===== src/rtl/cc_pkg.sv =====
// Shared definitions for the integer condition-code / branch control slice.
//   - Bicc condition field encodings (4 bits)
//   - branch FSM state encoding (2 bits)
//   - ALU op bit positions that identify a modify-cc operation
//   - packed N/Z/C/V flag bundle used for icc and the ALU flag inputs
package cc_pkg;

  // Bicc cond field. Bit 3 inverts the sense of the condition selected by bits [2:0].
  localparam logic [3:0] BN   = 4'b0000;
  localparam logic [3:0] BE   = 4'b0001;
  localparam logic [3:0] BLE  = 4'b0010;
  localparam logic [3:0] BL   = 4'b0011;
  localparam logic [3:0] BLEU = 4'b0100;
  localparam logic [3:0] BCS  = 4'b0101;
  localparam logic [3:0] BNEG = 4'b0110;
  localparam logic [3:0] BVS  = 4'b0111;
  localparam logic [3:0] BA   = 4'b1000;
  localparam logic [3:0] BNE  = 4'b1001;
  localparam logic [3:0] BG   = 4'b1010;
  localparam logic [3:0] BGE  = 4'b1011;
  localparam logic [3:0] BGU  = 4'b1100;
  localparam logic [3:0] BCC  = 4'b1101;
  localparam logic [3:0] BPOS = 4'b1110;
  localparam logic [3:0] BVC  = 4'b1111;

  // ALU op field: op[4]=1 with op[5]=0 marks an op that updates icc.
  localparam int ALU_OP_CC_BIT    = 4;
  localparam int ALU_OP_LOGIC_BIT = 5;

  typedef enum logic [1:0] {
    ST_RUN        = 2'b00,
    ST_SLOT_EXEC  = 2'b01,
    ST_SLOT_ANNUL = 2'b10
  } br_state_t;

  typedef struct packed {
    logic n;
    logic z;
    logic c;
    logic v;
  } cc_flags_t;

  // Decode helper for the issue/decode side that generates cc_we.
  function automatic logic is_modify_cc(input logic [5:0] op);
    return op[ALU_OP_CC_BIT] & ~op[ALU_OP_LOGIC_BIT];
  endfunction

endpackage


===== src/rtl/cc_cond_eval.sv =====
// Combinational Bicc/Ticc condition evaluator.
// Ports:
//   flags  in   N/Z/C/V to evaluate against
//   cond   in   4-bit Bicc/Ticc cond field
//   taken  out  1 when the condition holds
module cc_cond_eval
  import cc_pkg::*;
(
  input  cc_flags_t  flags,
  input  logic [3:0] cond,
  output logic       taken
);

  logic base;

  // Each code and its bit-3 complement share one base condition; bit 3 then
  // flips the sense, so BA is the inverse of BN, BNE of BE, and so on.
  always_comb begin
    base = 1'b0;
    unique case (cond)
      BN,   BA:  base = 1'b0;
      BE,   BNE: base = flags.z;
      BLE,  BG:  base = flags.z | (flags.n ^ flags.v);
      BL,   BGE: base = flags.n ^ flags.v;
      BLEU, BGU: base = flags.c | flags.z;
      BCS,  BCC: base = flags.c;
      BNEG, BPOS: base = flags.n;
      BVS,  BVC: base = flags.v;
    endcase
    taken = base ^ cond[3];
  end

endmodule


===== src/rtl/cc_branch_ctrl.sv =====
// Condition-code register and Bicc branch control for the EX stage.
// Latches ALU N/Z/C/V into icc, feeds icc.C back as ALU carry-in, evaluates
// Bicc conditions, issues a one-cycle PC redirect and sequences the delay
// slot (executed or annulled).
// Ports:
//   clk, reset            clock, synchronous active-high reset
//   ex_valid, stall       EX occupancy and hold; adv = ex_valid & ~stall
//   cc_we                 EX op updates icc
//   alu_n/z/c/v           ALU flags of the EX op
//   br_valid              EX op is a Bicc
//   br_cond, br_annul     Bicc cond field and 'a' bit
//   br_target             branch target
//   icc_n/z/c/v           registered condition codes
//   carry_to_alu          icc.C for add/sub-with-carry
//   redirect, redirect_pc one-cycle fetch redirect and its target
//   kill_ex               current EX instruction is annulled
//   dcti_err              sticky: branch found in a delay slot
module cc_branch_ctrl
  import cc_pkg::*;
#(
  parameter int DW     = 32,
  parameter bit BYPASS = 1'b1
) (
  input  logic          clk,
  input  logic          reset,
  input  logic          ex_valid,
  input  logic          stall,
  input  logic          cc_we,
  input  logic          alu_n,
  input  logic          alu_z,
  input  logic          alu_c,
  input  logic          alu_v,
  input  logic          br_valid,
  input  logic [3:0]    br_cond,
  input  logic          br_annul,
  input  logic [DW-1:0] br_target,
  output logic          icc_n,
  output logic          icc_z,
  output logic          icc_c,
  output logic          icc_v,
  output logic          carry_to_alu,
  output logic          redirect,
  output logic [DW-1:0] redirect_pc,
  output logic          kill_ex,
  output logic          dcti_err
);

  br_state_t state_q, state_d;
  cc_flags_t icc_q;
  cc_flags_t alu_f;
  cc_flags_t eval_f;
  logic      adv;
  logic      icc_we;
  logic      taken;
  logic      redirect_d;
  logic      dcti_set;

  // Datapath side: advance qualifier, slot annul, icc write enable and the
  // bypass mux that lets a branch see flags produced in the same cycle.
  always_comb begin
    alu_f   = '{n: alu_n, z: alu_z, c: alu_c, v: alu_v};
    adv     = ex_valid & ~stall;
    kill_ex = (state_q == ST_SLOT_ANNUL) & ex_valid;
    icc_we  = adv & cc_we & ~kill_ex;
    eval_f  = (BYPASS && cc_we) ? alu_f : icc_q;
  end

  cc_cond_eval u_cond_eval (
    .flags (eval_f),
    .cond  (br_cond),
    .taken (taken)
  );

  // Branch sequencing. Only RUN evaluates branches; a branch arriving while
  // a delay slot is pending is treated as a DCTI error and otherwise ignored.
  // BA with the annul bit is the one taken case that annuls its slot.
  always_comb begin
    state_d    = state_q;
    redirect_d = 1'b0;
    dcti_set   = 1'b0;
    case (state_q)
      ST_RUN: begin
        if (adv && br_valid) begin
          if (taken) begin
            redirect_d = 1'b1;
            state_d    = (br_cond == BA && br_annul) ? ST_SLOT_ANNUL : ST_SLOT_EXEC;
          end else begin
            state_d = br_annul ? ST_SLOT_ANNUL : ST_RUN;
          end
        end
      end
      ST_SLOT_EXEC, ST_SLOT_ANNUL: begin
        if (adv) begin
          state_d  = ST_RUN;
          dcti_set = br_valid;
        end
      end
      default: state_d = ST_RUN;
    endcase
  end

  // State, icc and redirect registers. redirect is recomputed every cycle
  // (not gated by adv) so it stays a single pulse even if EX stalls next.
  always_ff @(posedge clk) begin
    if (reset) begin
      state_q     <= ST_RUN;
      icc_q       <= '0;
      redirect    <= 1'b0;
      redirect_pc <= '0;
      dcti_err    <= 1'b0;
    end else begin
      state_q  <= state_d;
      redirect <= redirect_d;
      if (icc_we) begin
        icc_q <= alu_f;
      end
      if (redirect_d) begin
        redirect_pc <= br_target;
      end
      if (dcti_set) begin
        dcti_err <= 1'b1;
      end
    end
  end

  assign icc_n        = icc_q.n;
  assign icc_z        = icc_q.z;
  assign icc_c        = icc_q.c;
  assign icc_v        = icc_q.v;
  assign carry_to_alu = icc_q.c;

endmodule


===== config.mk =====
export PLATFORM = sky130hd
export DESIGN_NAME = cc_branch_ctrl
export DESIGN_NICKNAME = d
export VERILOG_FILES = /design/src/rtl/cc_pkg.sv /design/src/rtl/cc_cond_eval.sv /design/src/rtl/cc_branch_ctrl.sv
export SDC_FILE = /design/constraint.sdc
export NUM_CORES = 1
export LEC_CHECK = 0
export CAP_MARGIN = 20
export CORE_ASPECT_RATIO = 0.75
export CORE_MARGIN = 2
export CORE_UTILIZATION = 44
export DETAILED_ROUTE_END_ITERATION = 8
export PLACE_DENSITY = 0.84
export SLEW_MARGIN = 10
export SYNTH_ARGS = -nofsm -noshare
export SYNTH_HDL_FRONTEND = slang
export SYNTH_SLANG_ARGS = --single-unit

===== constraint.sdc =====
create_clock -name clk -period 4.67 [get_ports clk]
set_input_delay 0.7005 -clock clk [delete_from_list [all_inputs] [get_ports clk]]
set_output_delay 0.7005 -clock clk [all_outputs]
set_load 0.005 [all_outputs]

==> flow_summary.json <==
{
  "status": "completed",
  "synth_top_area_share_pct": 41.80,
  "reg2reg_slack_ns": 2.43,
  "gp_congestion": 0.8980,
  "wire_per_inst_um": 14.06,
  "cap_viol_max_count": 0,
  "cts_buffer_depth": 2,
  "portBuffers": 86,
  "switching_share_pct": 22.47,
  "vias": 1856,
  "cp_max_fo": 66,
  "avgSynthCellArea_um2": 8.993,
  "cts.sinks": 40,
  "hold_depth": 1,
  "slew_violations": 0,
  "area_growth_syn_to_layout_pct": 48.07,
  "num_rows": 20,
  "routed_wl_mm": 4.780,
  "grt_pass1_vias": 1594,
  "syn_nets": 262,
  "cts_buffers": 5,
  "antenna_found_initial": 0,
  "hold_buffers": 0,
  "seqPwrFrac_pct": 47.7,
  "whs_ns": 0.4916,
  "ant_nets": 0,
  "setup_viol": 0,
  "critical_path_class": "in2reg",
  "rsz0062_at_grt": "no",
  "drt_iter0_markers": 116,
  "clk_pin_slew_ns": 0.08,
  "cts_max_level": 2,
  "ctsResizeCount": 0,
  "cp-start-kind": "input pin",
  "netlist_instances": 213,
  "first_pass_iters": 5,
  "synth_cell_types": 32,
  "synth_flop_cell": "dfxtp_1",
  "syn-cell-area_um2": 1916,
  "r2r_start": "icc_n$_SDFFE_PP0P_",
  "fmax_mhz": 330.6,
  "setup.worst_path.end_class": "register",
  "startpoint": "cc_we",
  "intPower_w": 0.0005795,
  "fin_skew_ns": 0.003245,
  "drive_above_1_share_pct": 4.912,
  "clock_latency_ns": 0.29,
  "ys.warnings.count": 0,
  "core_area_um2": 4104,
  "hpwlAfterDp_mm": 3.207,
  "ir_drop_mv": 0.1645,
  "die_h_um": 61.14,
  "comb_power_share_pct": 15.6,
  "routed_via_density": 5.459,
  "min_period_ns": 3.024,
  "grt_max_degree": 67,
  "drc": 0,
  "insertedDiodeCount": 0,
  "powerDensity_nw_per_um2": 263.5,
  "ys_seq_area_share_pct": 41.80,
  "r2r_cells": 7,
  "start_util_pct": 46.68,
  "synth-edff-count": 0,
  "worstPathRequired_ns": 4.85,
  "synthArstFlopShare_pct": 0,
  "power.switching_w": 0.0001680,
  "leakage_nw": 1.293,
  "fin_nets": 333,
  "synth.ff_latch_count": 40,
  "grt_overflow": 0,
  "holdCritPathClass": "reg2reg",
  "finalHoldViolations": 0,
  "nFillCells": 350,
  "clockPowerShare_pct": 36.7,
  "fin_crit_sh_pct": 64.76,
  "root_buffer": "clkbuf_8",
  "synth.area.top_cells": "dfxtp_1 (42%), a41o_1 (17%), a21oi_1 (9.7%), nand2_1 (6.9%), buf_6 (2.4%)",
  "relSlewSlack_pct": 34.88,
  "die_w_um": 80.19,
  "grt_pass1_wl_mm": 7.659,
  "reg2reg_to": "redirect_pc[3]$_SDFFE_PP0P_",
  "fin_tns_setup_ns": 0,
  "grt_usage_pct": 20.20,
  "min_from": "redirect_pc[18]$_SDFFE_PP0P_",
  "arrival_ns": 3.21,
  "tightest_slew_ns": 0.9753,
  "post_cts_buffers": 0,
  "hold_end": "redirect_pc[18]$_SDFFE_PP0P_",
  "cts_tree": "yes",
  "die_area_um2": 4903,
  "yosys.area.top_type": "dfxtp_1",
  "ios": 87
}
cell usage after synthesis (2+ instances only):
library cell,n
a211o_1,2
a21oi_1,37
a41o_1,32
buf_2,7
buf_6,4
clkbuf_1,12
dfxtp_1,40
ha_1,2
inv_1,5
mux2_2,2
mux2i_1,4
nand2_1,35
nand2b_1,2
nand4b_1,2
nor2_1,8
nor3b_1,2
xnor2_1,2
worst max-delay path by stage:
stage | endpoint | slack [ns] | depth (start not counted)
after floorplan | redirect_pc[10]$_SDFFE_PP0P_ | 2.21 | 9
after global placement | redirect_pc[27]$_SDFFE_PP0P_ | 1.47 | 8
after detailed placement | redirect_pc[3]$_SDFFE_PP0P_ | 1.37 | 8
after CTS | redirect_pc[13]$_SDFFE_PP0P_ | 1.68 | 8
after global routing | redirect_pc[26]$_SDFFE_PP0P_ | 1.51 | 8
final | redirect_pc[3]$_SDFFE_PP0P_ | 1.65 | 8
layout make-up:
class	instances	area, µm²	share of cell area, %
timing repair buffer	88	875.8	30.88
sequential	40	800.8	28.23
multi-input combinational	144	964.7	34.01
inverter	5	18.77	0.6617
clock inverter	2	35.03	1.235
clock buffer	6	72.57	2.558
tap	55	68.82	2.426
sequential cells by signal, indices dropped and copies added, names as in the netlist:
| name | count |
|---|---|
| redirect_pc | 32 |
| state_q | 2 |
| carry_to_alu | 1 |
| dcti_err | 1 |
| icc_n | 1 |
| icc_v | 1 |
| icc_z | 1 |
| redirect | 1 |
metal layers:
layer  track usage, %  part of all wire, %  up-vias
met2            29.76                   42       73
li1                 -                    -      934
met5                0                    0        -
met1            27.33                   46      846
met3            9.531                   11        3
met4            4.358                 0.38        0
through the flow:
stage / instance area [µm²] / setup WS, ns / util (%) / total power, W / cells
after CTS: 2836 / 1.676 / 69.12 / 0.0007536 / 340
after floorplan: 1916 / 2.213 / - / 0.0004142 / 213
after detailed placement: 2729 / 1.374 / 66.49 / 0.0004801 / 332
final: 2836 / 1.646 / 69.12 / 0.0007475 / 340
after global routing: 2836 / 1.509 / 69.12 / 0.0007832 / 340
after global placement: 2729 / 1.466 / 66.49 / 0.0004783 / 332
layout by cell type (no fill, tap or decap), types with 4 or more instances in the layout:
| cell type | count |
|---|---|
| mux2i_1 | 4 |
| a21oi_1 | 37 |
| clkdlybuf4s50_1 | 86 |
| a41o_1 | 32 |
| nand2_1 | 35 |
| inv_1 | 4 |
| nor2_1 | 8 |
| clkbuf_8 | 5 |
| dfxtp_1 | 40 |
cells by family after synthesis:
kind of cell               after synthesis  share of synthesized area, %
AOI/OAI and AO/OA                       77                         30.18
xor gates and xnor gates                 3                         1.372
adders and majority gates                2                         1.306
buffers and inverters                   29                         7.903
DFF                                     40                         41.80
muxes                                    7                         4.441
and+or+nand+nor                         55                         13.00
worst max-delay path, stage by stage:
cell,delay [ns]
clkdlybuf4s50_1,0.63
mux4_2,0.53
nand2b_1,0.15
nand3_1,0.13
a211o_2,0.14
buf_4,0.50
a21oi_1,0.16
a41o_1,0.24
power by group through the flow:
stage          logic [W]  registers (W)  clock network, W
4_1_cts         0.000117       0.000357          0.000280
6_report        0.000116       0.000357          0.000274
2_1_floorplan  0.0000495       0.000365                 0
3_5_place_dp    0.000115       0.000365                 0
3_3_place_gp    0.000114       0.000364                 0
5_1_grt         0.000127       0.000358          0.000298
(Power assumes the default switching activity.)
